File: src/rtl/rv32m_div_unit.sv
// Iterative RV32M divide unit (DIV, DIVU, REM, REMU).
// One operation in flight: a 32-step restoring divider on operand magnitudes,
// with sign correction on the last step. Divide-by-zero and signed overflow
// are resolved at accept and skip the iteration entirely.

module rv32m_div_unit #(
    parameter int unsigned XLEN  = 32,
    parameter int unsigned TAG_W = 6
) (
    input  logic             clk,
    input  logic             rst,
    input  logic             in_valid,
    output logic             in_ready,
    input  logic [2:0]       in_func3,
    input  logic [XLEN-1:0]  in_rs1,
    input  logic [XLEN-1:0]  in_rs2,
    input  logic [TAG_W-1:0] in_tag,
    input  logic             flush,
    output logic             out_valid,
    input  logic             out_ready,
    output logic [XLEN-1:0]  out_result,
    output logic [TAG_W-1:0] out_tag
);

    localparam logic [XLEN-1:0] MinInt  = {1'b1, {(XLEN-1){1'b0}}};
    localparam logic [4:0]      LastCnt = 5'd31;

    typedef enum logic [1:0] {StIdle, StBusy, StDone} state_e;

    state_e state_q, state_d;

    logic [XLEN-1:0]  quot_q, quot_d;       // dividend bits shift out, quotient bits shift in
    logic [XLEN-1:0]  rem_q, rem_d;
    logic [XLEN-1:0]  divisor_q, divisor_d;
    logic [XLEN-1:0]  result_q, result_d;
    logic [TAG_W-1:0] tag_q, tag_d;
    logic [4:0]       cnt_q, cnt_d;
    logic             neg_quot_q, neg_quot_d;
    logic             neg_rem_q, neg_rem_d;
    logic             want_rem_q, want_rem_d;
    logic             out_valid_q, out_valid_d;

    // Operand decode at the issue boundary.
    logic            is_unsigned;
    logic            want_rem;
    logic            rs1_neg;
    logic            rs2_neg;
    logic [XLEN-1:0] rs1_abs;
    logic [XLEN-1:0] rs2_abs;
    logic            div_by_zero;
    logic            overflow;
    logic [XLEN-1:0] special_result;
    logic            unused_func3;

    assign is_unsigned  = in_func3[0];
    assign want_rem     = in_func3[1];
    assign unused_func3 = in_func3[2];
    assign rs1_neg      = ~is_unsigned & in_rs1[XLEN-1];
    assign rs2_neg      = ~is_unsigned & in_rs2[XLEN-1];
    assign rs1_abs      = rs1_neg ? -in_rs1 : in_rs1;
    assign rs2_abs      = rs2_neg ? -in_rs2 : in_rs2;
    assign div_by_zero  = (in_rs2 == '0);
    assign overflow     = ~is_unsigned & (in_rs1 == MinInt) & (in_rs2 == '1);

    // Divide by zero: quotient all ones, remainder is the raw dividend.
    // Overflow: quotient is the dividend (MinInt), remainder zero.
    assign special_result = div_by_zero ? (want_rem ? in_rs1 : '1)
                                        : (want_rem ? '0 : MinInt);

    // One restoring step. Since rem < divisor, the shifted value is below
    // 2*divisor, so bit XLEN of the difference is set exactly on a borrow.
    logic [XLEN:0]   shifted;
    logic [XLEN:0]   diff;
    logic            step_ok;
    logic [XLEN-1:0] rem_step;
    logic [XLEN-1:0] quot_step;
    logic [XLEN-1:0] quot_fin;
    logic [XLEN-1:0] rem_fin;

    assign shifted   = {rem_q, quot_q[XLEN-1]};
    assign diff      = shifted - {1'b0, divisor_q};
    assign step_ok   = ~diff[XLEN];
    assign rem_step  = step_ok ? diff[XLEN-1:0] : shifted[XLEN-1:0];
    assign quot_step = {quot_q[XLEN-2:0], step_ok};
    assign quot_fin  = neg_quot_q ? -quot_step : quot_step;
    assign rem_fin   = neg_rem_q ? -rem_step : rem_step;

    // Acceptance depends only on state and reset.
    assign in_ready   = (state_q == StIdle) & ~rst;
    assign out_valid  = out_valid_q;
    assign out_result = result_q;
    assign out_tag    = tag_q;

    // Next-state and datapath update; flush overrides everything.
    always_comb begin
        state_d     = state_q;
        quot_d      = quot_q;
        rem_d       = rem_q;
        divisor_d   = divisor_q;
        result_d    = result_q;
        tag_d       = tag_q;
        cnt_d       = cnt_q;
        neg_quot_d  = neg_quot_q;
        neg_rem_d   = neg_rem_q;
        want_rem_d  = want_rem_q;
        out_valid_d = out_valid_q;

        unique case (state_q)
            StIdle: begin
                if (in_valid && !flush) begin
                    tag_d = in_tag;
                    if (div_by_zero || overflow) begin
                        result_d    = special_result;
                        out_valid_d = 1'b1;
                        state_d     = StDone;
                    end else begin
                        quot_d     = rs1_abs;
                        rem_d      = '0;
                        divisor_d  = rs2_abs;
                        neg_quot_d = rs1_neg ^ rs2_neg;
                        neg_rem_d  = rs1_neg;
                        want_rem_d = want_rem;
                        cnt_d      = '0;
                        state_d    = StBusy;
                    end
                end
            end
            StBusy: begin
                quot_d = quot_step;
                rem_d  = rem_step;
                cnt_d  = cnt_q + 5'd1;
                if (cnt_q == LastCnt) begin
                    result_d    = want_rem_q ? rem_fin : quot_fin;
                    out_valid_d = 1'b1;
                    state_d     = StDone;
                end
            end
            StDone: begin
                if (out_ready) begin
                    out_valid_d = 1'b0;
                    state_d     = StIdle;
                end
            end
            default: begin
                out_valid_d = 1'b0;
                state_d     = StIdle;
            end
        endcase

        if (flush) begin
            out_valid_d = 1'b0;
            state_d     = StIdle;
        end
    end

    // FSM state register.
    always_ff @(posedge clk) begin
        if (rst) begin
            state_q <= StIdle;
        end else begin
            state_q <= state_d;
        end
    end

    // Datapath and output registers; reset clears everything.
    always_ff @(posedge clk) begin
        if (rst) begin
            quot_q      <= '0;
            rem_q       <= '0;
            divisor_q   <= '0;
            result_q    <= '0;
            tag_q       <= '0;
            cnt_q       <= '0;
            neg_quot_q  <= 1'b0;
            neg_rem_q   <= 1'b0;
            want_rem_q  <= 1'b0;
            out_valid_q <= 1'b0;
        end else begin
            quot_q      <= quot_d;
            rem_q       <= rem_d;
            divisor_q   <= divisor_d;
            result_q    <= result_d;
            tag_q       <= tag_d;
            cnt_q       <= cnt_d;
            neg_quot_q  <= neg_quot_d;
            neg_rem_q   <= neg_rem_d;
            want_rem_q  <= want_rem_d;
            out_valid_q <= out_valid_d;
        end
    end

endmodule

File: config.mk
export PLATFORM = sky130hd
export DESIGN_NAME = rv32m_div_unit
export DESIGN_NICKNAME = d
export VERILOG_FILES = /design/src/rtl/rv32m_div_unit.sv
export SDC_FILE = /design/constraint.sdc
export NUM_CORES = 1
export LEC_CHECK = 0
export CAP_MARGIN = 25
export CELL_PAD_IN_SITES_DETAIL_PLACEMENT = 0
export CELL_PAD_IN_SITES_GLOBAL_PLACEMENT = 1
export CORE_UTILIZATION = 33
export DETAILED_ROUTE_END_ITERATION = 10
export PLACE_DENSITY_LB_ADDON = 0.12
export SLEW_MARGIN = 20
export SYNTH_ARGS = -nofsm -noshare
export SYNTH_HDL_FRONTEND = slang
export SYNTH_SLANG_ARGS = --single-unit
File: constraint.sdc
create_clock -name clk -period 4.8 [get_ports clk]
set_input_delay 0.96 -clock clk [delete_from_list [all_inputs] [get_ports clk]]
set_output_delay 0.96 -clock clk [all_outputs]
set_load 0.005 [all_outputs]
### Word-level counts from Yosys, hierarchy flattened

Index checks and enable logic that the tools add are counted.

* register bits: 145
* input bits: 78
* output and inout bits: 40
* logic and storage cells: 82

* add/subtract/negate cells: 6
* equal/unequal tests: 10
* multiplexer cells: 32
* bitwise gates (word level): 10
* reduce and logical (&&, ||, !) cells: 13

Operators by type and width (count)
* 2-to-1 mux 32 bit: 16
* one-hot mux 32 bit (2 select lines): 3
* negator 32 bit: 4
* == test 32 bit, second input constant: 2
* subtractor 33 x 32 -> 33 bit: 1
* logical NOT 32 bit: 1
* 2-to-1 mux 5 bit: 2
* one-hot mux 5 bit (2 select lines): 1
* AND reduction 3 bit: 3
* 2-to-1 mux 2 bit: 4
* AND reduction 4 bit: 2
* inequality test 2 bit, second input constant: 3
* one-hot mux 2 bit (3 select lines): 1
* adder 5 x 1 -> 5 bit, second input constant: 1
* bitwise AND 1 bit: 5
* == test 5 bit, second input constant: 1
* 2-to-1 mux 1 bit: 4
* inequality test 2 x 1 -> 1 bit, second input constant: 2
* inverter 1 bit: 4
* one-hot mux 1 bit (3 select lines): 1
* == test 2 x 1 -> 1 bit, second input constant: 1
* == test 2 bit, second input constant: 1
* logical NOT 2 bit: 1
* AND reduction 2 bit: 1
* other kinds (6): 6

### Longest topological paths before layout

* depth after elaboration: 7
* gate-level depth with buffers: 26
* mapped depth without buffers: 24

### Worst setup path after synthesis

No wires, ideal clock.

* kind: flip-flop to flip-flop
* from: reg quot_q[31]
* to: reg result_q[20], in the netlist out_result[20]
* library setup time: 0.115 ns
* data arrival time: 5.129 ns
* data required time: 4.685 ns
* path slack: -0.443 ns
* cell stages (with the launch flop): 24
* path buffers: 2
* clock period less this slack: 5.243 ns
* cell sequence: dfxtp_1 > inv_1 > ha_1 > fa_1 > nand2b_1 > a21boi_1 > o211ai_1 > a211oi_2 > o21a_1 > nor2_2 > inv_1 > buf_2 > buf_2 > ha_1 > or4b_2 > nor3_1 > nand2_1 > or4_1 > o21ai_1 > xor2_1 > nor2_1 > a311oi_1 > a31oi_1 > o21a_1

* longest elaborated chain between the ends: 7
* elaborated cells on any way between the ends: 10
* those cells by class: add/sub: 3; mux: 6; bitwise: 1

RTL lines
* from (decl): RTL line 32 `logic [XLEN-1:0] quot_q, quot_d;`
* from (signal assigned): RTL line 179 `quot_q <= quot_d;`
* subtractor 33 x 32 -> 33 bit: RTL line 81 `assign diff = shifted - {1'b0, divisor_q};`
* 2-to-1 mux 32 bit or inverter 1 bit (tied branches): RTL line 83, 82
* negator 32 bit (on tied branches): RTL line 86, 85
* 2-to-1 mux 32 bit (on tied branches): RTL line 86, 85
* 2-to-1 mux 32 bit (*): RTL line 133 `result_d = want_rem_q ? rem_fin : quot_fin;`
* 2-to-1 mux 32 bit (*): RTL line 132 `if (cnt_q == LastCnt) begin`
* one-hot mux 32 bit (2 select lines) (*): RTL line 108 `unique case (state_q)`
* to (signal assigned): RTL line 182 `result_q <= result_d;`
* to (decl): RTL line 35 `logic [XLEN-1:0] result_q, result_d;`

Every way passes the cells marked *; elsewhere a longest branch is shown, timed or not. The select of a mux whose other input is x is not followed.
A chain may end at the register's enable or synchronous reset.

### Worst setup path after layout

* from: reg divisor_q[19]
* to: reg result_q[30], in the netlist out_result[30]

* longest elaborated chain between the ends: 7
* elaborated cells on any way between the ends: 10
* those cells by class: add/sub: 3; mux: 6; bitwise: 1

RTL lines
* from (decl): RTL line 34 `logic [XLEN-1:0] divisor_q, divisor_d;`
* from (signal assigned): RTL line 181 `divisor_q <= divisor_d;`
* subtractor 33 x 32 -> 33 bit (*): RTL line 81
* 2-to-1 mux 32 bit or inverter 1 bit (tied branches): RTL line 83, 82
* negator 32 bit (on tied branches): RTL line 86, 85
* 2-to-1 mux 32 bit (on tied branches): RTL line 86, 85
* 2-to-1 mux 32 bit (*): RTL line 133
* 2-to-1 mux 32 bit (*): RTL line 132
* one-hot mux 32 bit (2 select lines) (*): RTL line 108

Marked as above.

==> summary.md <==
| Metric | Value |
|---|---|
| Status | complete, no violations |
| Via count of the first global-routing pass | 11950 |
| Drt initial violations | 1008 |
| Clock sinks | 145 |
| Maximum number of pins on one net before global-route repair | 148 |
| Most frequent cells after synthesis | 261 x sky130_fd_sc_hd__nor2_1, 145 x sky130_fd_sc_hd__a21oi_1, 145 x sky130_fd_sc_hd__dfxtp_1 |
| Mapped Nets | 1765 |
| Tcrit/Tclk final | 96.64% |
| Combined area of all synthesized cells | 11890 sq um |
| Total clock buffers created by CTS | 17 |
| Worst-path maximum fanout | 6 |
| Multi-input gate area | 8608 sq um |
| IR drop worst, VDD | 261.4 uV |
| Standard-cell rows | 69 |
| Maximum capacitance violations | 0 |
| Setup repair after global routing missed its margin | yes |
| Combinational family with the most area after synthesis | compound AO/OA/AOI/OAI gates |
| Slew @ Worst Pin | 1.054 ns |
| Power per cell area | 241.7 nW/um^2 |
| Int Power | 2.485 mW |
| Clock transition time at the flip-flop clock pins of the worst setup and hold paths | 0.07 ns |
| Cell depth of the worst flop-to-flop path | 22 |
| Fill cell total of the finished layout | 3675 |
| Sequential cell fraction of total power | 34.6% |
| DPL Wire Length | 36170 um |
| Period minus WS final | 4.639 ns |
| Fraction of registers with async set/reset | 0% |
| Total core area | 35480 sq um |
| R2R Setup Slk | 0.16 ns |
| Design area | 15430 sq um |
| Number of inserted diodes | 0 |
| Final count of hold timing violations | 0 |
| Number of nets in the final layout | 1956 |
| Number of setup violations in the final report | 0 |
| # DRC | 0 |
| Critical R2R Launch | divisor_q[19] |
| Global placement routability congestion | 0.9053 |
| Fraction of layout instances using a drive strength above 1 | 15.51% |
| Number of ports placed on the die boundary | 118 |
| Critical Path Sink Type | flip-flop |
| Xor/xnor share of the synthesized area | 9.723% |
| Antenna viol nets, final | 0 |
| Area fraction in compound gates after synthesis | 29.30% |
| Simple-gate area share of the yosys netlist | 22.93% |
| #FFs+latches synth | 145 |
| Antenna violations before repair | 1 |
| Relative slew slack | 28.97% |
| Required @ worst endpoint | 5.12 ns |
| CTS tree | done |
| CTS HTree Levels | 4 |
| Post-synth top area cell | sky130_fd_sc_hd__dfxtp_1 |
| Later-pin clock latency in the skew report | 0.46 ns |
| Top_reg_cell synth | sky130_fd_sc_hd__dfxtp_1 |
| Area added between synthesis and finish | 29.79% |
| Arithmetic-cell share of the synthesized area counting full adders, half adders and majority gates | 4.272% |
| Share of the synthesized area in the top cell type | 24.41% |
| Kind of path behind the tightest hold check | flip-flop to flip-flop |
| Total number of vias | 12890 |
| Reported net switching power | 1.245 mW |
| End of the worst register-to-register path | out_result[30] |
| Clock tree skew after final layout | 0.02046 ns |
| Gate Count Post-Synth | 1647 |
| Initial Util | 33.51% |
| Utilization after layout | 43.49% |
| Mean area per synthesized cell | 7.219 sq um |
| Hold Path Sink | out_tag[3] |
| Die outline width | 191.8 um |
| Overall overflow remaining after global route | 0 |
| Drt pass-1 iters | 7 |
| TNS Setup | 0 ns |
| Crit path DAT | 4.96 ns |
| Portion of netlist area occupied by mux cells | 3.409% |
| Total Routing Usage GR | 25.53% |
| Fmax achieved | 0.2156 GHz |
| Clock tree buffer depth | 2 |
| Number of warnings issued by yosys | 0 |
| Area of the die | 36790 sq um |
| Per-cell via count in the routed design | 5.575 |
| Clock network fraction of total power | 38.9% |
| Die extent in y | 191.8 um |
| Total wirelength of the detailed-routed design | 46500 um |
| Number of flops mapped to enable cells by yosys | 0 |
| Area after detailed placement | 14510 sq um |
| Fraction of power consumed by combinational cells | 26.4% |
| Count of input and output buffers | 116 |
| Worst hold path cell count | 2 |
| Worst setup SP type | flip-flop |
| Most area-consuming cells after synthesis | sky130_fd_sc_hd__dfxtp_1 24%, sky130_fd_sc_hd__nor2_1 8.2%, sky130_fd_sc_hd__a21oi_1 6.1% |
| Max Transition Viols Final | 0 |
| Total area of sequential cells | 2908 sq um |
| Sw Share | 33.39% |
| First-pass GRT wire length | 71170 um |
| Cell with the most instances after synthesis | sky130_fd_sc_hd__nor2_1 |
| Post-layout instance count excluding filler cells | 2312 |
| Cell chosen for the clock root | sky130_fd_sc_hd__clkbuf_16 |
| Sequential area share after synthesis | 24.41% |
| Cell leakage power | 5.909 nW |
| Hold Crit Start | out_tag[3] |
| Setup CP Type | flip-flop to flip-flop |
| Overall Power | 3.730 mW |
| Post-placement cell count | 2275 |
| Distinct cell type count after synthesis | 78 |
| Wirelength per Cell | 20.11 um |
[worst max path at each step]
stage | slack (ns) | from | endpoint | cells past startpoint
floorplan | 0.05 | quot_q[31] | out_result[20] | 23
global placement | -0.13 | quot_q[31] | out_result[24] | 25
detailed placement | -0.17 | quot_q[31] | out_result[30] | 24
CTS | 0.006 | quot_q[31] | out_result[30] | 25
global route | -0.05 | quot_q[31] | out_result[30] | 25
finish | 0.16 | divisor_q[19] | out_result[30] | 22
[through the flow]
step | setup WS, ns | hold slack [ns]
finish | 0.1611 | 0.4535
global route | -0.05438 | 0.4695
CTS | 0.006205 | 0.4551
detailed placement | -0.1726 | 0.4469
global placement | -0.1262 | 0.4413
floorplan | 0.04994 | 0.4453
[critical path, stage by stage, from the launching register on]
cell and delay, ns:
sky130_fd_sc_hd__dfxtp_1 0.33, sky130_fd_sc_hd__inv_1 0.06, sky130_fd_sc_hd__ha_1 0.33, sky130_fd_sc_hd__a21oi_1 0.20, sky130_fd_sc_hd__o21ai_1 0.17, sky130_fd_sc_hd__a211oi_2 0.34
sky130_fd_sc_hd__o31ai_4 0.12, sky130_fd_sc_hd__buf_4 0.17, sky130_fd_sc_hd__nor3_4 0.26, sky130_fd_sc_hd__nor2_4 0.09, sky130_fd_sc_hd__inv_4 0.11, sky130_fd_sc_hd__nor2_1 0.06
sky130_fd_sc_hd__a21oi_2 0.13, sky130_fd_sc_hd__ha_2 0.20, sky130_fd_sc_hd__nand2_1 0.06, sky130_fd_sc_hd__nor3_2 0.14, sky130_fd_sc_hd__or3b_4 0.40, sky130_fd_sc_hd__inv_1 0.15
sky130_fd_sc_hd__a41oi_4 0.22, sky130_fd_sc_hd__or4_4 0.58, sky130_fd_sc_hd__o21ai_2 0.14, sky130_fd_sc_hd__xnor2_1 0.17, sky130_fd_sc_hd__o31ai_1 0.09
[sequential cells by signal, summed over array words and instances, names as in the netlist]
name	flops
rem_q	32
out_result	32
divisor_q	32
cnt_q	5
out_tag	6
want_rem_q	1
out_valid	1
neg_quot_q	1
quot_q	32
neg_rem_q	1
state_q	2
[cell type report]
cell class                 instances  area share [%]
multi-input combinational       1328           55.78
sequential                       145           18.84
timing repair buffer             285           16.19
tap                              461           3.738
clock buffer                      18           2.781
inverter                          61           1.500
clock inverter                    14           1.168
[power groups by stage]
stage	combinational, mW	clock, mW	sequential, mW
after floorplan	0.568	0	1.30
after global placement	0.941	0	1.31
after detailed placement	0.944	0	1.32
after CTS	0.952	1.48	1.29
after global routing	1.08	1.53	1.30
final	0.986	1.45	1.29
[per-layer routing]
metal  global-route usage, %  wire, um  up-vias
met5                       0         0        -
met2                   39.36     20560      368
met1                   37.24     22890     6096
met4                   5.525       558        0
met3                   3.545      2493       32
li1                        -         -     6394
[placed cells by master, fill, tap and decap left out, types with 8 or more instances in the layout]
cell                              instances
sky130_fd_sc_hd__o21ai_0                 91
sky130_fd_sc_hd__o21bai_1                 9
sky130_fd_sc_hd__nor2b_1                  8
sky130_fd_sc_hd__xnor2_1                 66
sky130_fd_sc_hd__o211ai_1                15
sky130_fd_sc_hd__clkbuf_16               17
sky130_fd_sc_hd__mux2_2                  12
sky130_fd_sc_hd__nor3_1                  50
sky130_fd_sc_hd__nor4_1                  17
sky130_fd_sc_hd__o31ai_1                 24
sky130_fd_sc_hd__mux2i_1                 27
sky130_fd_sc_hd__nor2_1                 260
sky130_fd_sc_hd__clkdlybuf4s50_1        115
sky130_fd_sc_hd__dfxtp_1                141
sky130_fd_sc_hd__a211oi_1                79
sky130_fd_sc_hd__nand2_1                109
sky130_fd_sc_hd__nand3_1                 21
sky130_fd_sc_hd__a311oi_1                10
sky130_fd_sc_hd__ha_1                    35
sky130_fd_sc_hd__nand4_1                 21
sky130_fd_sc_hd__and2_1                  10
sky130_fd_sc_hd__a31oi_1                 16
sky130_fd_sc_hd__xor2_1                  65
sky130_fd_sc_hd__a21o_1                  14
sky130_fd_sc_hd__inv_1                   55
sky130_fd_sc_hd__o21a_1                   9
sky130_fd_sc_hd__or3_1                   26
sky130_fd_sc_hd__o41ai_1                 12
sky130_fd_sc_hd__nand2b_1                12
sky130_fd_sc_hd__a21oi_1                138
sky130_fd_sc_hd__a22oi_1                 19
sky130_fd_sc_hd__buf_4                  163
[kinds of logic after synthesis]
logic type	after synthesis
fa+ha+maj	40
mux	39
compound gates	530
simple gates	587
flops	145
buf+inv	174
xor+xnor	132
[timing repair]
action	in CTS	in global routing
hold buffers	0	0
endpoints found under the setup margin	10	12
setup buffers	1	3
pin swaps	1	15
gates resized for setup	8	54
Note: power is estimated with default switching activity, not from simulation.
